File: src/rtl/wave_capture_if.sv
// Bundles the sample-source input and the sample-memory write bus of the
// waveform capture scheduler. The controller uses the master view; the environment uses the slave view.
interface wave_capture_if #(
    parameter int DW = 10,
    parameter int AW = 10
);
    logic          sample_valid;
    logic [DW-1:0] wave_sample;
    logic          wr_en;
    logic [AW-1:0] wr_addr;
    logic [DW-1:0] wr_data;
    logic          wr_bank;
    logic          rd_bank;
    logic          frame_done;

    modport master (
        input  sample_valid, wave_sample,
        output wr_en, wr_addr, wr_data, wr_bank, rd_bank, frame_done
    );

    modport slave (
        output sample_valid, wave_sample,
        input  wr_en, wr_addr, wr_data, wr_bank, rd_bank, frame_done
    );
endinterface

File: src/rtl/wave_capture_ctrl.sv
// Ping-pong capture scheduler: arms on a rising-edge trigger (or auto timeout), decimates,
// writes one frame of COLS samples into the write bank, then swaps banks for the display.
module wave_capture_ctrl #(
    parameter int COLS       = 640,
    parameter int DW         = 10,
    parameter int TRIG_LEVEL = 512,
    parameter int TIMEOUT    = 2000
) (
    input  logic                  clk_sample,
    input  logic                  rst_n,
    wave_capture_if.master        bus,
    input  logic                  freeze,
    input  logic                  trig_mode,
    input  logic [3:0]            decim,
    output logic [1:0]            state,
    output logic                  triggered
);
    localparam int AW = 10;
    localparam int TW = $clog2(TIMEOUT);
    localparam logic [DW-1:0] TRIG      = DW'(TRIG_LEVEL);
    localparam logic [TW-1:0] TO_LAST   = TW'(TIMEOUT - 1);
    localparam logic [AW-1:0] LAST_ADDR = AW'(COLS - 1);

    typedef enum logic [1:0] {
        ST_ARM     = 2'b00,
        ST_CAPTURE = 2'b01,
        ST_FROZEN  = 2'b10
    } state_t;

    state_t        state_q, state_d;
    logic [3:0]    dec_cnt_q, dec_cnt_d;
    logic [TW-1:0] to_cnt_q, to_cnt_d;
    logic [DW-1:0] prev_q, prev_d;
    logic          wr_en_q, wr_en_d;
    logic [AW-1:0] wr_addr_q, wr_addr_d;
    logic [DW-1:0] wr_data_q, wr_data_d;
    logic          wr_bank_q, wr_bank_d;
    logic          rd_bank_q, rd_bank_d;
    logic          frame_done_q, frame_done_d;
    logic          triggered_q, triggered_d;

    logic accepted;
    logic rising;
    logic forced;

    always_comb begin
        accepted = bus.sample_valid && (dec_cnt_q == 4'd0);
        rising   = (prev_q < TRIG) && (bus.wave_sample >= TRIG);
        forced   = !trig_mode && (to_cnt_q == TO_LAST);

        state_d      = state_q;
        dec_cnt_d    = dec_cnt_q;
        to_cnt_d     = to_cnt_q;
        prev_d       = prev_q;
        wr_en_d      = 1'b0;
        wr_addr_d    = wr_addr_q;
        wr_data_d    = wr_data_q;
        wr_bank_d    = wr_bank_q;
        rd_bank_d    = rd_bank_q;
        frame_done_d = 1'b0;

        // Decimation and trigger history run in every state, including FROZEN.
        if (bus.sample_valid) begin
            dec_cnt_d = accepted ? decim : dec_cnt_q - 4'd1;
        end
        if (accepted) begin
            prev_d = bus.wave_sample;
        end

        case (state_q)
            ST_ARM: begin
                if (freeze) begin
                    state_d  = ST_FROZEN;
                    to_cnt_d = '0;
                end else if (accepted) begin
                    if (rising || forced) begin
                        state_d   = ST_CAPTURE;
                        wr_en_d   = 1'b1;
                        wr_addr_d = '0;
                        wr_data_d = bus.wave_sample;
                        to_cnt_d  = '0;
                    end else begin
                        to_cnt_d = to_cnt_q + 1'b1;
                    end
                end
                if (trig_mode) begin
                    to_cnt_d = '0;
                end
            end
            ST_CAPTURE: begin
                // The cycle after the last column write always completes the swap,
                // even if freeze arrives together with it.
                if (wr_addr_q == LAST_ADDR) begin
                    frame_done_d = 1'b1;
                    rd_bank_d    = wr_bank_q;
                    wr_bank_d    = ~wr_bank_q;
                    wr_addr_d    = '0;
                    state_d      = freeze ? ST_FROZEN : ST_ARM;
                end else if (freeze) begin
                    state_d = ST_FROZEN;
                end else if (accepted) begin
                    wr_en_d   = 1'b1;
                    wr_addr_d = wr_addr_q + 1'b1;
                    wr_data_d = bus.wave_sample;
                end
            end
            ST_FROZEN: begin
                if (!freeze) begin
                    state_d   = ST_ARM;
                    wr_addr_d = '0;
                    to_cnt_d  = '0;
                end
            end
            default: begin
                state_d = ST_ARM;
            end
        endcase

        triggered_d = (state_d == ST_CAPTURE);
    end

    always_ff @(posedge clk_sample) begin
        if (!rst_n) begin
            state_q      <= ST_ARM;
            dec_cnt_q    <= 4'd0;
            to_cnt_q     <= '0;
            prev_q       <= '0;
            wr_en_q      <= 1'b0;
            wr_addr_q    <= '0;
            wr_data_q    <= '0;
            wr_bank_q    <= 1'b0;
            rd_bank_q    <= 1'b1;
            frame_done_q <= 1'b0;
            triggered_q  <= 1'b0;
        end else begin
            state_q      <= state_d;
            dec_cnt_q    <= dec_cnt_d;
            to_cnt_q     <= to_cnt_d;
            prev_q       <= prev_d;
            wr_en_q      <= wr_en_d;
            wr_addr_q    <= wr_addr_d;
            wr_data_q    <= wr_data_d;
            wr_bank_q    <= wr_bank_d;
            rd_bank_q    <= rd_bank_d;
            frame_done_q <= frame_done_d;
            triggered_q  <= triggered_d;
        end
    end

    assign bus.wr_en      = wr_en_q;
    assign bus.wr_addr    = wr_addr_q;
    assign bus.wr_data    = wr_data_q;
    assign bus.wr_bank    = wr_bank_q;
    assign bus.rd_bank    = rd_bank_q;
    assign bus.frame_done = frame_done_q;
    assign state          = state_q;
    assign triggered      = triggered_q;

endmodule

File: src/flat_wrapper.sv
// flat-port wrapper written by rule: the top's interface ports become plain ports
module wave_capture_ctrl_flat 
#(
    parameter int COLS       = 640,
    parameter int DW         = 10,
    parameter int TRIG_LEVEL = 512,
    parameter int TIMEOUT    = 2000
)
  (clk_sample, rst_n, freeze, trig_mode, decim, state, triggered, bus_sample_valid, bus_wave_sample, bus_wr_en, bus_wr_addr, bus_wr_data, bus_wr_bank, bus_rd_bank, bus_frame_done);
  wave_capture_if #(.DW(DW), .AW(10)) bus_i ();
  input  logic clk_sample;
  input  logic rst_n;
  input  logic freeze;
  input  logic trig_mode;
  input  logic [3:0] decim;
  output logic [1:0] state;
  output logic triggered;
  input wire logic [$bits(bus_i.sample_valid)-1:0] bus_sample_valid;
  input wire logic [$bits(bus_i.wave_sample)-1:0] bus_wave_sample;
  output wire logic [$bits(bus_i.wr_en)-1:0] bus_wr_en;
  output wire logic [$bits(bus_i.wr_addr)-1:0] bus_wr_addr;
  output wire logic [$bits(bus_i.wr_data)-1:0] bus_wr_data;
  output wire logic [$bits(bus_i.wr_bank)-1:0] bus_wr_bank;
  output wire logic [$bits(bus_i.rd_bank)-1:0] bus_rd_bank;
  output wire logic [$bits(bus_i.frame_done)-1:0] bus_frame_done;
  assign bus_i.sample_valid = bus_sample_valid;
  assign bus_i.wave_sample = bus_wave_sample;
  assign bus_wr_en = bus_i.wr_en;
  assign bus_wr_addr = bus_i.wr_addr;
  assign bus_wr_data = bus_i.wr_data;
  assign bus_wr_bank = bus_i.wr_bank;
  assign bus_rd_bank = bus_i.rd_bank;
  assign bus_frame_done = bus_i.frame_done;
  wave_capture_ctrl #(.COLS(COLS), .DW(DW), .TRIG_LEVEL(TRIG_LEVEL), .TIMEOUT(TIMEOUT)) u_core (.clk_sample(clk_sample), .rst_n(rst_n), .bus(bus_i), .freeze(freeze), .trig_mode(trig_mode), .decim(decim), .state(state), .triggered(triggered));
endmodule
File: config.mk
export PLATFORM = sky130hd
export DESIGN_NAME = wave_capture_ctrl_flat
export DESIGN_NICKNAME = d
export VERILOG_FILES = /design/src/rtl/wave_capture_if.sv /design/src/rtl/wave_capture_ctrl.sv /design/src/flat_wrapper.sv
export SDC_FILE = /design/constraint.sdc
export NUM_CORES = 1
export LEC_CHECK = 0
export CORE_MARGIN = 2
export CORE_UTILIZATION = 50
export DETAILED_ROUTE_END_ITERATION = 6
export PLACE_DENSITY_LB_ADDON = 0.12
export RECOVER_POWER = 100
export SYNTH_ARGS = -nofsm -noshare
export SYNTH_HDL_FRONTEND = slang
export SYNTH_SLANG_ARGS = --single-unit
File: constraint.sdc
create_clock -name clk_sample -period 2.7 [get_ports clk_sample]
set_input_delay 0.405 -clock clk_sample [delete_from_list [all_inputs] [get_ports clk_sample]]
set_output_delay 0.405 -clock clk_sample [all_outputs]
set_load 0.02 [all_outputs]
Word level (Yosys, flattened, before mapping). Cells that the tools add are included.

Input port bits: 19. Output and inout port bits: 27. Bits in registers: 52. Word-level logic and storage cells: 85.

$add $sub $neg: 3. Muxes and demuxes: 38. Bitwise logic cells: 1. Equality and inequality tests: 15. $lt $le $gt $ge: 2. Reduce and logical (&&, ||, !) cells: 15.

Operators with widths (number): 10-bit 2-to-1 mux (13); 11-bit 2-to-1 mux (5); 10-bit one-hot mux with 3 select lines (1); 11-bit one-hot mux with 2 select lines (1); 10-bit one-hot mux with 2 select lines (1); 2-bit 2-to-1 mux (7); 7-bit AND reduction (2); 11-bit by 1-bit adder with 11-bit output (second input constant) (1); 11-bit equality test (second input constant) (1); 10-bit by 1-bit adder with 10-bit output (second input constant) (1); 10-bit equality test (second input constant) (1); 10-bit >= comparator (second input constant) (1); 10-bit less-than comparator (second input constant) (1); 2-bit inequality test (second input constant) (4); 1-bit 2-to-1 mux (7); 2-bit by 1-bit inequality test with 1-bit output (second input constant) (3); 2-bit one-hot mux with 3 select lines (1); 2-bit by 1-bit equality test with 1-bit output (second input constant) (2); 4-bit zero test (1); 4-bit 2-to-1 mux (1); 4-bit by 3-bit inequality test with 1-bit output (second input constant) (1); 2-bit AND reduction (2); 2-bit nonzero test (2); 4-bit by 1-bit subtractor with 4-bit output (second input constant) (1); 11 further kinds (13).

Longest topological paths before layout. Gate-level depths: netlist of the first run.

Depth in word-level cells: 8. Gate-level depth with buffers: 9. Gate-level depth less buffers: 7.

Worst setup path before layout of the first run. OpenSTA, ideal clock, no wires.

Kind: flip-flop to flip-flop. Start: register u_core.wr_addr_q[9], in the netlist u_core.bus.wr_addr[9]. End: register u_core.wr_addr_q[7], in the netlist u_core.bus.wr_addr[7]. Stages on the path, launching flop included: 7. Path slack: 0.604 ns. Path buffers: 2. Data arrival time: 1.977 ns. Clock period less this slack: 2.096 ns. Path through: dfxtp_1 > or3b_1 > or4_4 > buf_6 > o2bb2ai_2 > buf_6 > o221a_2.

Longest elaborated chain between the ends: 3.

Ends and longest elaborated chain: from (decl) (line wave_capture_ctrl.sv:35) `logic [AW-1:0] wr_addr_q, wr_addr_d;`; from (signal assigned) (line wave_capture_ctrl.sv:141) `wr_addr_q <= wr_addr_d;`; 10-bit equality test (*) (line wave_capture_ctrl.sv:93) `if (wr_addr_q == LAST_ADDR) begin`; 3-bit by 1-bit inequality test with 1-bit output (no source line) (tied with other cells); 7-bit AND reduction (no source line) / 10-bit one-hot mux with 3 select lines (equally long branches).

Mark *: on every way between the ends. The rest lies on a longest branch, timed or not. A chain may end at the register's enable or synchronous reset.

Worst setup path after layout of the first run.
Start: input port trig_mode. End: register u_core.wr_addr_q[7], in the netlist u_core.bus.wr_addr[7].

Longest elaborated chain between the ends: 5.

Ends and longest elaborated chain: from (decl) (line flat_wrapper.sv:14) `input logic trig_mode;`; 1-bit zero test (line wave_capture_ctrl.sv:49) `forced = !trig_mode && (to_cnt_q == TO_LAST);`; 1-bit logical AND (line wave_capture_ctrl.sv:49); 1-bit logical OR (line wave_capture_ctrl.sv:76) `if (rising || forced) begin`; 2-bit by 1-bit inequality test with 1-bit output (no source line); 7-bit AND reduction (no source line).

Every way passes these cells.

==> results.ini, run 1 <==
[run_status]
outcome=finished clean

[clock_network]
cts_hold_buf=0
cts_htree_levels=2
cts_setup_buffers=0
insertion_delay_ps=300
cts.clk_slew.worst_paths_ps=80
cts-resized-gates=0
cts_buffers=5
cts.sinks=43
cts_tree=done
clock_path_buffers=2
cts_root_buf=clkbuf_8

[floorplan]
rows=23
start_util=0.5123
die_x_um=67.79
die-area_um2=4595
die_y_um=67.79
top_level_ports=46
core-area_um2=3971

[drt]
wl_um=4443
drc=0
vias=1871
via_per_inst=5.455
wl_per_cell_um=12.95
ant_nets=0
first_iter_violations=112
drt-pass1-iter-count=4

[placed_design]
gp_congestion=0.8008
place_ws_ps=160.0
placed_cells=335
io_buffers=45
dp_hpwl_um=3184

[yosys]
synth_edf_count=0
ys_seq_elements=43
synthCells=249
synth-main-ff-cell=dfxtp_1
syn_area_um2=2034
syn_nets=272
synthArstFlopShare=0
synth_seq_area_share=0.4231
ys.warnings.count=0
synth_cell_type_count=47
synth_area_per_cell_um2=8.170

[worst_hold_path]
worstHoldPathCells=2
min-delay-start=u_core.bus.wr_data[0]
hold_class=reg -> reg
min_to=u_core.bus.wr_data[0]

[power_and_ir_drop]
p_total_mw=1.247
leakagePower_nw=0.9406
ir_worst_vdd_v=0.0003496
powerDensity_nw_per_um2=484.4

[global_routing]
grt_pass1_wl_um=7486
grt_max_degree=32
grt_pass1_vias=1720
grt_overflow=0
antenna_found_initial=0
grt.total_usage=0.2146

[timing]
finalMaxSlewViolations=0
fmax_ghz=0.4170
relSlewSlack=0.1787
setup-tns-final_ps=0
worstMarginPinSlew_ps=1232
skew_ps=4.985
finalSetupViolCount=0
fin_crit_ps=2398
fin_ws_ps=302.1
whs_ps=455.1
hold_viol=0
rsz0062_at_grt=false
timing.final.crit_share=0.8881

[setup_path]
rr_endpoint=u_core.bus.wr_addr[7]
cpPeakStageDelay_ps=570
setup.worst_path.end_class=register
crit_slowest_cell=dlygate4sd3_1
critPathRequiredTime_ps=2940
ff2ff_path_depth=5
critPathKind=in -> reg
r2r_start=u_core.bus.wr_addr[7]
crit_path_cell_trace=dlygate4sd3_1 -> or3b_2 -> nor4_1 -> o2bb2ai_2 -> nor3_1 -> o221a_2
critPathLaunchType=input pin
ff2ff_setup_slack_ps=460
arrival_ps=2640
worst-path-max-fanout=11

[layout]
multi_input_area_um2=1056
syn_to_final_growth_pct=26.57
fillers=371
finalNonFillerCells=343
fin_nets=315
num_antenna_cells=0
register_area_um2=860.8
drive_above_1_share=0.06485

[run]
cap_violations=0

==> routing by layer <==
layer,track usage,wire (µm)
met3,0.07667,216
met1,0.2738,2112
met4,0.07500,47
met5,0,0
met2,0.3346,2066
==> synth_stat cells, types with 2 or more instances <==
cell,number,area [µm²]
nor2_1,26,97.59
mux2i_1,2,20.02
xnor2_1,8,70.07
or3_1,5,31.28
dfxtp_1,43,860.8
nand2_1,39,146.4
o22ai_1,4,25.02
nor4_1,2,12.51
ha_1,4,50.05
o31ai_1,3,22.52
o2111ai_1,2,17.52
nand2b_1,2,12.51
or2_2,2,12.51
buf_1,2,7.510
xor2_1,2,17.52
o21ai_1,7,35.03
buf_2,5,25.02
nand4_1,5,31.28
nand3b_1,2,15.01
buf_6,2,22.52
nor3_1,8,40.04
nand3_1,15,75.07
inv_1,5,18.77
a21oi_1,16,80.08
clkbuf_1,4,15.01
o21ai_0,12,60.06
o221a_2,2,22.52
==> worst max-delay path, delay by kind of cell <==
family | cells | cell delay, ps
and+or+nand+nor | 3 | 1210
buffers and inverters | 1 | 570
AOI/OAI and AO/OA | 2 | 460
==> how the worst max path moves through the flow <==
stage,to,cells after the start,from,slack (ps)
6_report,u_core.bus.wr_addr[7],6,trig_mode,300
5_1_grt,u_core.bus.wr_addr[7],6,trig_mode,160
4_1_cts,u_core.bus.wr_addr[7],6,trig_mode,470
3_5_place_dp,u_core.bus.wr_addr[7],6,trig_mode,160
3_3_place_gp,u_core.bus.wr_addr[7],6,trig_mode,210
2_1_floorplan,u_core.bus.wr_addr[7],6,u_core.bus.wr_addr[9],600
==> final cells by class <==
cell class	count	share of cell area
flip-flops and latches	43	0.3343
repair buffers	51	0.1910
multi-input cells	186	0.4101
inverters	5	0.007289
clock buffers	6	0.02818
clock inverters	2	0.004859
well taps	50	0.02430
==> report_power, final <==
| group | internal, mW | switching [mW] | leakage [nW] |
|---|---|---|---|
| combinational | 0.0816 | 0.0934 | 0.551 |
| clock | 0.181 | 0.225 | 0.0412 |
| sequential | 0.651 | 0.0157 | 0.348 |
==> per-stage QoR <==
| stage | util | instance area, µm² |
|---|---|---|
| 6_report | 0.6484 | 2575 |
| 5_1_grt | 0.6484 | 2575 |
| 4_1_cts | 0.6515 | 2587 |
| 3_5_place_dp | 0.6301 | 2502 |
| 3_3_place_gp | 0.6301 | 2502 |
| 2_1_floorplan | - | 2034 |
==> cells by family after synthesis <==
group	count (synthesis)	share of synthesized area
adder cells (fa/ha/maj)	4	0.02460
buffers and inverters	20	0.05350
AND/OR/NAND/NOR	116	0.2798
multiplexers	2	0.009840
AO/OA/AOI/OAI	54	0.1661
flip-flops	43	0.4231
XOR/XNOR	10	0.04305
==> cells in the final DEF (no fill, tap or decap), types with 8 or more instances in the layout <==
master,Yosys,routed
nand3_1,15,15
nor3_1,8,9
clkdlybuf4s50_1,0,17
dlygate4sd3_1,0,28
nand2_1,39,39
a21oi_1,16,16
xnor2_1,8,8
o21ai_0,12,19
nor2_1,26,26
dfxtp_1,43,43
==> state kept, by name, indices dropped and copies added, names as in the netlist <==
| signal | cells |
|---|---|
| u_core.bus.rd_bank | 1 |
| u_core.state | 2 |
| u_core.prev_q | 1 |
| u_core.bus.wr_addr | 10 |
| u_core.triggered | 1 |
| u_core.to_cnt_q | 11 |
| u_core.bus.wr_bank | 1 |
| u_core.bus.wr_en | 1 |
| u_core.bus.wr_data | 10 |
| u_core.dec_cnt_q | 4 |
| u_core.bus.frame_done | 1 |
Power figures use the tool's default switching activity.
==> run 2: changes to the inputs <==
Settings changed: CORE_UTILIZATION 50 to 32.
==> results.ini, run 2 (synthesis results as in run 1) <==
[layout]
multi_input_area_um2=1055  ; -0.12%
design_area_um2=2624  ; +1.9%
fin_nets=318  ; +0.95%
layout_commonest_cell=dfxtp_1
regMostFlops=u_core.to_cnt_q
syn_to_final_growth_pct=28.97
largest_register_ffs=11  ; unchanged
finalNonFillerCells=373  ; +8.7%
register_area_um2=860.8  ; unchanged
drive_above_1_share=0.07095  ; +0.006100
fillers=662  ; +78%
num_antenna_cells=0  ; unchanged
final_cell_mix=dfxtp_1 (43), nand2_1 (39), dlygate4sd3_1 (29)

[timing]
worstMarginPinSlew_ps=864.5  ; -367.4 ps
finalMaxSlewViolations=0  ; unchanged
finalSetupViolCount=0  ; unchanged
rsz0062_at_grt=false
timing.final.crit_share=0.8997  ; +0.01156
fin_ws_ps=270.9  ; -31.20 ps
relSlewSlack=0.4237  ; +0.2449
fin_crit_ps=2429  ; +31.20 ps
hold_viol=0  ; unchanged
skew_ps=9.614  ; +4.629 ps
setup-tns-final_ps=0  ; unchanged
fmax_ghz=0.4117  ; -1.3%

[drt]
ant_nets=0  ; unchanged
wl_um=4664  ; +5.0%
via_per_inst=4.952  ; -9.2%
vias=1847  ; -1.3%
drt-pass1-iter-count=4  ; unchanged
first_iter_violations=49  ; -56%
wl_per_cell_um=12.50  ; -3.5%
drc=0  ; unchanged

[setup_path]
ff2ff_setup_slack_ps=360  ; -100 ps
arrival_ps=2670  ; +30 ps
critPathKind=in -> reg
critPathLaunchType=input pin
critPathRequiredTime_ps=2940  ; about the same
setup.worst_path.end_class=register
ff2ff_path_depth=8  ; +3
r2r_start=u_core.dec_cnt_q[0]
worst-path-max-fanout=11  ; unchanged
rr_endpoint=u_core.bus.wr_addr[7]

[clock_network]
cts.sinks=43  ; unchanged
cts_setup_buffers=0  ; unchanged
cts_root_buf=clkbuf_8
clock_path_buffers=2  ; unchanged
cts_hold_buf=0  ; unchanged
cts-resized-gates=0  ; unchanged
cts_buffers=5  ; unchanged
cts_tree=done
cts_htree_levels=2  ; unchanged
insertion_delay_ps=300  ; about the same
cts.clk_slew.worst_paths_ps=80  ; about the same

[floorplan]
top_level_ports=46  ; unchanged
die_y_um=83.74  ; +24%
die-area_um2=7012  ; +53%
rows=29  ; +26%
core-area_um2=6241  ; +57%
die_x_um=83.74  ; +24%
start_util=0.3260  ; -0.1863

[placed_design]
dp_hpwl_um=3388  ; +6.4%
gp_congestion=0.7862  ; -1.8%
placed_cells=365  ; +9.0%
io_buffers=45  ; unchanged
place_ws_ps=140.6  ; -19.39 ps
place_area_um2=2571  ; +2.8%

[global_routing]
grt_pass1_wl_um=7831  ; +4.6%
antenna_found_initial=0  ; unchanged
grt_max_degree=31  ; -3.1%
grt_pass1_vias=1729  ; +0.52%
grt.total_usage=0.1368  ; -0.07779
grt_overflow=0  ; unchanged

[power_and_ir_drop]
leakagePower_nw=0.9499  ; +0.99%
powerDensity_nw_per_um2=476.5  ; -1.6%
ir_worst_vdd_v=0.0002264  ; -35%

[run_status]
outcome=finished clean

[worst_hold_path]
worstHoldPathCells=2  ; unchanged
hold_class=reg -> reg
min-delay-start=u_core.bus.wr_data[1]
min_to=u_core.bus.wr_data[1]

[run]
cap_violations=0  ; unchanged

==> run 2: power by group <==
group,total [mW],switching [mW],internal (mW)
clock network,0.404,0.223,0.181
logic,0.180,0.0962,0.0834
registers,0.667,0.0158,0.651
==> run 2: area by class of cell <==
| class | count | area share |
|---|---|---|
| clock buffer | 6 | 0.02766 |
| inverter | 5 | 0.007153 |
| multi-input combinational | 186 | 0.4020 |
| sequential | 43 | 0.3281 |
| clock inverter | 2 | 0.004769 |
| timing repair buffer | 54 | 0.1936 |
| tap | 77 | 0.03672 |
==> run 2: metrics by stage <==
step           total power [mW]  hold WS (ps)    util
6_report                  1.250         455.3  0.4204
5_1_grt                   1.324         479.1  0.4204
4_1_cts                   1.283         459.9  0.4256
3_5_place_dp             0.8712         446.2  0.4120
3_3_place_gp             0.8698         435.6  0.4120
2_1_floorplan            0.7963         431.2       -
==> run 2: routing by layer <==
metal | vias to the layer above | share of wire | track usage
li1 | 968 | - | -
met4 | 0 | 0.015 | 0.04985
met1 | 825 | 0.48 | 0.1739
met2 | 48 | 0.44 | 0.2087
met3 | 6 | 0.062 | 0.05539
met5 | - | 0 | 0
==> run 2: worst max-delay path by stage <==
| stage | slack [ps] | cells past startpoint | endpoint | from |
|---|---|---|---|---|
| 2_1_floorplan | 600 | 6 | u_core.bus.wr_addr[7] | u_core.bus.wr_addr[9] |
| 3_3_place_gp | 180 | 6 | u_core.bus.wr_addr[7] | trig_mode |
| 3_5_place_dp | 140 | 6 | u_core.bus.wr_addr[7] | trig_mode |
| 4_1_cts | 450 | 6 | u_core.bus.wr_addr[7] | trig_mode |
| 5_1_grt | 140 | 8 | u_core.bus.wr_addr[7] | u_core.dec_cnt_q[0] |
| 6_report | 270 | 6 | u_core.bus.wr_addr[7] | trig_mode |
==> run 2: worst max-delay path: stages <==
cell and delay, ps:
dlygate4sd3_1 570, or3b_2 460, nor4_1 400, o2bb2ai_1 370
nor3_2 260, o221a_2 190
